<file path="src/rtl/apb_req_arbiter.sv">
// APB master shared by NUM_REQ local requesters.
// Round-robin grant, one SETUP/ACCESS transfer per grant, and a one-cycle
// completion pulse to the owner. The slave has no PREADY and registers PRDATA
// on the ACCESS edge, so read data is picked up one cycle later, in RESP.
module apb_req_arbiter #(
  parameter int NUM_REQ = 2,
  parameter int ADDR_W  = 4,
  parameter int DATA_W  = 32
) (
  input  logic                      PCLK,
  input  logic                      PRESET,
  input  logic [NUM_REQ-1:0]        req_valid,
  input  logic [NUM_REQ-1:0]        req_write,
  input  logic [NUM_REQ*ADDR_W-1:0] req_addr,
  input  logic [NUM_REQ*DATA_W-1:0] req_wdata,
  output logic [NUM_REQ-1:0]        req_ready,
  output logic [NUM_REQ-1:0]        rsp_valid,
  output logic [DATA_W-1:0]         rsp_rdata,
  output logic                      busy,
  output logic                      PSEL,
  output logic                      PENABLE,
  output logic                      PWRITE,
  output logic [ADDR_W-1:0]         PADDR,
  output logic [DATA_W-1:0]         PWDATA,
  input  logic [DATA_W-1:0]         PRDATA
);

  localparam int PTR_W = (NUM_REQ > 1) ? $clog2(NUM_REQ) : 1;

  typedef enum logic [1:0] {S_IDLE, S_SETUP, S_ACCESS, S_RESP} state_t;

  state_t             r_state;
  logic [PTR_W-1:0]   r_ptr;
  logic [PTR_W-1:0]   r_owner;
  logic               r_write;

  logic               w_found;
  logic [PTR_W-1:0]   w_win;
  logic [PTR_W-1:0]   w_ptr_nxt;
  logic               w_accept;
  logic               w_write;
  logic [ADDR_W-1:0]  w_addr;
  logic [DATA_W-1:0]  w_wdata;

  // Round-robin search: first valid requester at or after the pointer, wrapping.
  always_comb begin : p_arb
    int idx;
    idx     = 0;
    w_found = 1'b0;
    w_win   = '0;
    for (int k = 0; k < NUM_REQ; k++) begin
      idx = int'(r_ptr) + k;
      if (idx >= NUM_REQ) idx = idx - NUM_REQ;
      if (!w_found && req_valid[idx]) begin
        w_found = 1'b1;
        w_win   = idx[PTR_W-1:0];
      end
    end
  end

  assign w_ptr_nxt = (int'(w_win) == NUM_REQ - 1) ? '0 : w_win + 1'b1;
  // Reset gating keeps req_ready low while PRESET is held, like every other output.
  assign w_accept  = (r_state == S_IDLE) && w_found && !PRESET;
  assign w_write   = req_write[w_win];
  assign w_addr    = req_addr[w_win*ADDR_W +: ADDR_W];
  assign w_wdata   = req_wdata[w_win*DATA_W +: DATA_W];

  // One-hot accept to the winner, only while idle.
  always_comb begin
    req_ready = '0;
    if (w_accept) req_ready[w_win] = 1'b1;
  end

  // Transfer sequencer; all bus and response outputs are registered here.
  always_ff @(posedge PCLK or posedge PRESET) begin
    if (PRESET) begin
      r_state   <= S_IDLE;
      r_ptr     <= '0;
      r_owner   <= '0;
      r_write   <= 1'b0;
      rsp_valid <= '0;
      rsp_rdata <= '0;
      busy      <= 1'b0;
      PSEL      <= 1'b0;
      PENABLE   <= 1'b0;
      PWRITE    <= 1'b0;
      PADDR     <= '0;
      PWDATA    <= '0;
    end else begin
      rsp_valid <= '0;
      case (r_state)
        S_IDLE: begin
          if (w_accept) begin
            r_state <= S_SETUP;
            r_owner <= w_win;
            r_ptr   <= w_ptr_nxt;
            r_write <= w_write;
            busy    <= 1'b1;
            PSEL    <= 1'b1;
            PWRITE  <= w_write;
            // Word-aligned bus address; the slave only decodes the word index.
            PADDR   <= {w_addr[ADDR_W-1:2], 2'b00};
            PWDATA  <= w_wdata;
          end
        end
        S_SETUP: begin
          PENABLE <= 1'b1;
          r_state <= S_ACCESS;
        end
        S_ACCESS: begin
          PSEL    <= 1'b0;
          PENABLE <= 1'b0;
          PWRITE  <= 1'b0;
          PADDR   <= '0;
          PWDATA  <= '0;
          r_state <= S_RESP;
        end
        S_RESP: begin
          // PRDATA now holds what the slave registered on the ACCESS edge.
          if (!r_write) rsp_rdata <= PRDATA;
          rsp_valid[r_owner] <= 1'b1;
          busy    <= 1'b0;
          r_state <= S_IDLE;
        end
        default: r_state <= S_IDLE;
      endcase
    end
  end

endmodule
</file>
<file path="config.mk">
export PLATFORM = sky130hd
export DESIGN_NAME = apb_req_arbiter
export DESIGN_NICKNAME = d
export VERILOG_FILES = /design/src/rtl/apb_req_arbiter.sv
export SDC_FILE = /design/constraint.sdc
export NUM_CORES = 1
export LEC_CHECK = 0
export ABC_AREA = 0
export CAP_MARGIN = 10
export CELL_PAD_IN_SITES_DETAIL_PLACEMENT = 1
export CELL_PAD_IN_SITES_GLOBAL_PLACEMENT = 2
export CORE_ASPECT_RATIO = 1.1
export CORE_MARGIN = 2
export CORE_UTILIZATION = 26
export DETAILED_ROUTE_END_ITERATION = 16
export PLACE_DENSITY_LB_ADDON = 0.1
export SYNTH_ARGS = -nofsm -noshare
export SYNTH_HDL_FRONTEND = slang
export SYNTH_SLANG_ARGS = --single-unit
</file>
<file path="constraint.sdc">
create_clock -name PCLK -period 6.2 [get_ports PCLK]
set_input_delay 0.62 -clock PCLK [delete_from_list [all_inputs] [get_ports PCLK]]
set_output_delay 0.62 -clock PCLK [all_outputs]
set_load 0.005 [all_outputs]
</file>
# After elaboration in Yosys (flattened, before gate mapping)
# Cells that the tools add are included.
# word_totals
output_inout_bits,76
mem_bits_ro,0
in_bits,110
n_memories,0
mem_bits_rw,0
ff_bits,79
latch_bits,0
# op_classes
n_addsub,4
n_eq_ne,4
n_mux,33
div_mod_pow,0
n_shift,2
n_lt_le_gt_ge,8
reduce_logical,15
n_mul,0
bitwise_logic,1
# op_table
operator,count
$mux W32,3
$lt A32 B3 Y1 const B,2
$pmux W32 S2,1
$shiftx A64 B7 Y32,1
$mux W1,17
$pmux W1 S2,4
$pmux W2 S4,1
$pmux W4 S2,1
$reduce_and A2 Y1,4
$shiftx A8 B4 Y4,1
$mux W2,3
$reduce_bool A2 Y1,3
$logic_and A1 B1 Y1,5
$eq A2 B2 Y1 const B,2
$lt A1 B2 Y1 const B,2
$mux W4,1
$sub A1 B2 Y3 const B,1
$sub A2 B2 Y3 const B,1
$add A1 B1 Y2 const B,1
$demux W1 S1,2
$eq A2 B1 Y1 const B,1
$ge A1 B1 Y1 const B,2
$ge A1 B2 Y1 const B,1
$ge A2 B2 Y1 const B,1
5 further kinds,6

# Depth between registers and ports, before layout
# Gate-level depths: netlist of the first run.
# depth
depth_word,14
mapped_depth,8

# Worst setup path before layout of the first run
# OpenSTA, ideal clock, no wires.
# synth_timing
path_type,reg2out
start,register r_state[0]
end,output req_ready[1]
stages_incl_launch_ff,6
n_path_buf,0
t_arrival_ns,1.298
required_time_ns,5.580
slack_ns,4.282
path_cell_list,dfrtp_1 inv_1 ha_1 inv_1 or3_4 nor2_1
# synth_between
elab_chain_len,4
# synth_rtl
item,line,source
start: declaration,32,state_t r_state;
start signal: assignment,77,r_state <= S_IDLE;
start signal: assignment,94,r_state <= S_SETUP;
start signal: assignment,108,r_state <= S_ACCESS;
$logic_not A2 Y1,63,assign w_accept = (r_state == S_IDLE) && w_found && !PRESET;
$logic_and A1 B1 Y1 (2 in a row),63,
$mux W2,71,if (w_accept) req_ready[w_win] = 1'b1;
end: declaration,16,"output logic [NUM_REQ-1:0] req_ready,"
# Every way passes these cells.

# Final worst setup path of the first run
# layout_timing
start,input req_valid[0]
end,output req_ready[0]
# layout_between
elab_chain_len,12
word_cells_on_any_way,20
cone_classes,2 x order compare; 13 x mux; 5 x reduce/logical
# layout_rtl
item,line,source
start: declaration,12,"input logic [NUM_REQ-1:0] req_valid,"
$mux W1 (implied by the code) (3 in a row),54,if (!w_found && req_valid[idx]) begin
$mux W1,54,
$logic_not A1 Y1,54,
$logic_and A1 B1 Y1,54,
$mux W1,54,
$lt A1 B2 Y1 (implied by the code) or $ge A1 B1 Y1 (tied branches),71,
$logic_and A1 B1 Y1 (implied by the code),71,
$mux W1 (implied by the code),71,
$demux W1 S1,71,
$mux W2 (*),71,
# Every way passes the cells marked *; elsewhere a longest branch is shown, timed or not. The select of a mux whose other input is x is not followed.

==> results of run 1 <==
[cells by family after synthesis]
family / count (synthesis) / share of synthesized area, %
DFF: 77 / 57.1
AOI/OAI and AO/OA: 46 / 11.1
and+or+nand+nor: 15 / 2.86
buffers and inverters: 22 / 6.27
other: 1 / 0.111
adders and majority gates: 4 / 1.48
muxes: 67 / 21.1
[power breakdown]
part | total [mW] | leakage [nW] | switching [mW] | internal, mW
registers | 0.842 | 0.968 | 0.112 | 0.730
logic | 1.03 | 1.23 | 0.383 | 0.647
clock network | 0.540 | 0.152 | 0.207 | 0.333
[final cells by class]
cell class,count,area [µm²]
clock buffers,11,253
clock inverters,5,56.3
fillers,1336,7110
inverters,5,20.0
multi-input cells,134,1260
flip-flops and latches,77,1930
well taps,157,196
repair buffers,183,1820
[flip-flops by register name, summed over array words and instances (netlist names)]
name,flops
rsp_valid,2
r_write,1
busy,1
r_state,2
PWRITE,1
r_owner,1
PADDR,2
PENABLE,1
PWDATA,32
PSEL,1
r_ptr,1
rsp_rdata,32
[layer usage]
layer | vias up | global-route usage (%) | wire (µm)
met5 | - | 0 | 0
met4 | 0 | 7.24 | 226
met3 | 13 | 3.58 | 587
met2 | 95 | 22.1 | 4500
met1 | 1271 | 17.5 | 4100
li1 | 1204 | - | -
[path summary, 6_finish.rpt]
| path | from | to | slack [ns] | cells past startpoint |
|---|---|---|---|---|
| max in group asynchronous | PRESET | rsp_rdata[26] | 4.41 | 3 |
| min | r_owner | rsp_valid[0] | 0.47 | 1 |
| min reg2reg | r_owner | rsp_valid[0] | 0.47 | 1 |
| min in group asynchronous | PRESET | PWDATA[2] | 0.78 | 2 |
| max reg2reg | r_state[1] | rsp_rdata[29] | 4.16 | 4 |
| max | req_valid[0] | req_ready[0] | 3.00 | 6 |
[cells in the final DEF, fill, tap and decap left out, types with 3 or more instances in the layout]
cell	n
mux2_1	5
o21ai_0	5
inv_1	4
dfrtp_1	77
ha_1	4
clkbuf_16	9
buf_4	4
mux2i_1	35
nor2_1	5
mux2_2	27
clkdlybuf4s50_1	179
o2bb2ai_1	36
clkinv_2	3
[critical path: cells and delay by family]
| family | cells | cell delay [ns] |
|---|---|---|
| and+or+nand+nor | 1 | 0.22 |
| buffers and inverters | 4 | 1.60 |
| AOI/OAI and AO/OA | 1 | 0.12 |
==> impl_metrics.py, run 1 <==
metrics = {
    "die": {
        "dieArea_um2": 13900,
        "die_h_um": 123,
        "rows": 43,
        "die_x_um": 113,
        "core_area_um2": 12600,
        "io_pins": 186,
        "initial_core_util_pct": 26.7,
    },
    "timing": {
        "setup_ws_ns": 3.00,
        "setup-tns-final_ns": 0,
        "finalSetupViolCount": 0,
        "tightest_slew_ns": 1.04,
        "finalHoldViolCount": 0,
        "finClkSkew_ns": 0.00831,
        "period_needed_ns": 3.20,
        "max_freq_ghz": 0.312,
        "timing.hold.ws_ns": 0.472,
        "rsz0062_at_grt": "false",
        "post-route-period-util_pct": 51.6,
        "drv_slew": 0,
        "max_slew_margin_pct": 30.6,
    },
    "route": {
        "drt-total-wl_mm": 9.41,
        "dr.first_iter.drc_count": 54,
        "wl_per_cell_um": 16.5,
        "vias_per_cell": 4.52,
        "ant_nets": 0,
        "first_pass_iters": 2,
        "vias": 2583,
        "drc": 0,
    },
    "cells_and_area": {
        "drive_gt1_share_pct": 13.0,
        "design_area_um2": 5530,
        "final_cells": 572,
        "utilization_pct": 43.8,
        "syn2layout_area_growth_pct": 63.9,
        "finalNetCount": 524,
        "num_antenna_cells": 0,
    },
    "setup_path": {
        "crit_top_cell": "clkdlybuf4s50_1",
        "critical_path_class": "primary input to output pin",
        "worstPathArrival_ns": 2.58,
        "end_kind": "output pin",
        "critPathLaunchType": "primary input",
        "worstPathCellList": "clkdlybuf4s50_1 -> inv_1 -> o21ai_4 -> buf_4 -> and2_1 -> clkdlybuf4s50_1",
        "slowest_stage": "clkdlybuf4s50_1",
        "critical-path-max-stage-delay_ns": 0.52,
        "worstPathRequired_ns": 5.58,
        "cp_max_fo": 36,
    },
    "place": {
        "place_area_um2": 5220,
        "dp_hpwl_mm": 6.83,
        "dp.cells": 556,
        "place_ws_ns": 2.96,
        "io_buffers": 179,
        "place.gp.congestion": 0.734,
    },
    "clock_network": {
        "h-tree-depth": 3,
        "cts_tree": "built",
        "cts_buffers": 9,
        "clock_latency_ns": 0.34,
        "clkSinkCount": 77,
        "cts_hold_buf": 0,
        "clkTransAtPathRegs_ns": 0.06,
        "post_cts_buffers": 0,
        "cts_max_path_buffers": 2,
        "post_cts_resized": 0,
        "cts-root-buf": "clkbuf_16",
    },
    "logic_synthesis": {
        "synth.top_cell.area_share_pct": 57.1,
        "ys_types": 25,
        "synth_cells": 232,
        "yosysMostFrequentCell": "dfrtp_1",
        "syn_avg_cell_area_um2": 14.5,
        "ys_top_cells_by_count": "dfrtp_1, o2bb2ai_1, mux2i_1",
        "ys_seq_area_share_pct": 57.1,
        "ys.warnings.count": 0,
        "ys_ff_latch": 77,
        "synth-edff-count": 0,
        "ys.flop_type": "dfrtp_1",
        "netlist_area_um2": 3370,
        "synthTopCellsByArea": "dfrtp_1, mux2i_1, o2bb2ai_1",
        "yosysTopAreaCell": "dfrtp_1",
        "synthArstFlopShare_pct": 100,
    },
    "run": {
        "maxCapViolCount": 0,
    },
    "outcome": {
        "status": "finished clean",
    },
    "power": {
        "p_total_mw": 2.41,
        "max-vdd-ir-drop_mv": 0.260,
        "power_per_cell_area_nw_per_um2": 436,
        "leakage_nw": 2.35,
    },
    "global_routing": {
        "grt_usage_pct": 13.9,
        "grt_pass1_vias": 2772,
        "antenna_found_initial": 0,
        "grt_pass1_wl_mm": 14.8,
        "grt_max_degree": 49,
        "grt.overflow.total": 0,
    },
    "hold_path": {
        "hold_class": "register to register",
    },
}
Power figures use the tool's default switching activity.
==> run 2: changes to the inputs <==
CORE_UTILIZATION = 24   (was 26)
clock period = 3.2 ns   (was 6.2 ns; I/O delays follow)
==> impl_metrics.py, run 2 (synthesis results as in run 1) <==
metrics = {
    "clock_network": {
        "cts_buffers": 9,
        "cts_hold_buf": 0,
        "cts_tree": "built",
        "clkSinkCount": 77,
        "clock_latency_ns": 0.33,
        "post_cts_resized": 0,
        "clkTransAtPathRegs_ns": 0.05,
        "cts_max_path_buffers": 2,
        "cts-root-buf": "clkbuf_16",
        "h-tree-depth": 3,
        "post_cts_buffers": 0,
    },
    "timing": {
        "setup-tns-final_ns": 0,
        "finalSetupViolCount": 0,
        "period_needed_ns": 2.67,
        "max_freq_ghz": 0.375,
        "post-route-period-util_pct": 83.3,
        "tightest_slew_ns": 0.608,
        "finClkSkew_ns": 0.00522,
        "max_slew_margin_pct": 59.4,
        "finalHoldViolCount": 0,
        "drv_slew": 0,
        "rsz0062_at_grt": "false",
    },
    "place": {
        "place.gp.congestion": 0.665,
        "place_area_um2": 5280,
        "dp.cells": 588,
        "dp_hpwl_mm": 7.12,
        "io_buffers": 179,
    },
    "cells_and_area": {
        "final_common_cell": "clkdlybuf4s50_1",
        "finalNetCount": 525,
        "design_area_um2": 5610,
        "most-common-layout-cells": "clkdlybuf4s50_1, dfrtp_1, o2bb2ai_1",
        "syn2layout_area_growth_pct": 66.2,
        "reg.largest.list": "PWDATA: 32 flops, rsp_rdata: 32 flops",
        "multiInputGateArea_um2": 1260,
        "utilization_pct": 40.7,
        "seq_area_um2": 1930,
        "num_antenna_cells": 0,
        "final_cells": 604,
        "drive_gt1_share_pct": 13.0,
        "fillCellCount": 1483,
    },
    "route": {
        "vias_per_cell": 4.31,
        "vias": 2604,
        "drt-total-wl_mm": 9.95,
        "ant_nets": 0,
        "wl_per_cell_um": 16.5,
        "dr.first_iter.drc_count": 64,
        "drc": 0,
        "first_pass_iters": 4,
    },
    "global_routing": {
        "antenna_found_initial": 0,
        "grt_usage_pct": 13.3,
        "grt.overflow.total": 0,
        "grt_pass1_vias": 2836,
        "grt_pass1_wl_mm": 15.2,
        "grt_max_degree": 48,
    },
    "setup_path": {
        "worstPathRequired_ns": 2.88,
        "worstPathArrival_ns": 2.35,
        "critical_path_class": "register to output pin",
        "critPathLaunchType": "register",
        "end_kind": "output pin",
        "cp_max_fo": 5,
    },
    "power": {
        "p_seq_share_pct": 34.4,
        "power_frac_comb_pct": 42.3,
        "p_int_mw": 3.40,
        "leakage_nw": 2.37,
        "switching_share_pct": 28.5,
        "power_per_cell_area_nw_per_um2": 848,
        "p_clk_share_pct": 23.3,
        "p_switching_mw": 1.36,
        "max-vdd-ir-drop_mv": 0.364,
    },
    "outcome": {
        "status": "finished clean",
    },
    "hold_path": {
        "hold_class": "register to register",
    },
    "die": {
        "die_x_um": 117,
        "core_area_um2": 13800,
        "die_h_um": 128,
        "rows": 45,
        "dieArea_um2": 15000,
        "initial_core_util_pct": 24.5,
        "io_pins": 186,
    },
    "run": {
        "maxCapViolCount": 0,
    },
}
## run 2: area by class of cell
class,instances,area share [%]
Sequential cell,77,34.4
Timing Repair Buffer,184,32.8
Multi-Input combinational cell,134,22.4
Clock buffer,12,4.57
Tap cell,188,4.19
Clock inverter,4,1.25
Inverter,5,0.357
## run 2: routing by layer
metal  share of wire, %  track usage, %  vias up
met5                  0               0        -
met4                1.2            4.15        0
li1                   -               -     1204
met3                7.9            4.47        7
met1                 44            16.4     1295
met2                 47            22.1       98
## run 2: per-stage QoR
step / power, mW / hold WS, ns / worst slack, ns
2_1_floorplan: 2.59 / 0.418 / 0.913
3_3_place_gp: 3.68 / 0.447 / 0.759
3_5_place_dp: 3.72 / 0.443 / 0.780
4_1_cts: 4.87 / 0.462 / 0.494
5_1_grt: 5.10 / 0.485 / 0.351
6_report: 4.76 / 0.463 / 0.534
## run 2: path summary, 6_finish.rpt
check | start | end | slack (ns) | depth (start not counted)
setup / recovery | r_state[1] | req_ready[1] | 0.53 | 6
hold / removal | r_owner | rsp_valid[0] | 0.46 | 1
setup reg to reg | r_ptr | PWDATA[10] | 1.41 | 4
hold reg to reg | r_owner | rsp_valid[0] | 0.46 | 1
max in group asynchronous | PRESET | rsp_rdata[27] | 2.03 | 3
min in group asynchronous | PRESET | r_state[1] | 0.50 | 2
## run 2: worst max-delay path, cell delays in order, from the launching register on
cell and delay, ns:
dfrtp_1 0.40, inv_1 0.11, ha_1 0.17, inv_1 0.12, or3_4 0.44, nor2_1 0.22, clkdlybuf4s50_1 0.56
## run 2: power by group through the flow
stage	sequential, mW	clock [mW]	combinational, mW
detailed placement	1.66	0	2.06
global route	1.71	1.19	2.20
floorplan	1.67	0	0.918
global placement	1.63	0	2.04
CTS	1.65	1.16	2.07
finish	1.64	1.11	2.01
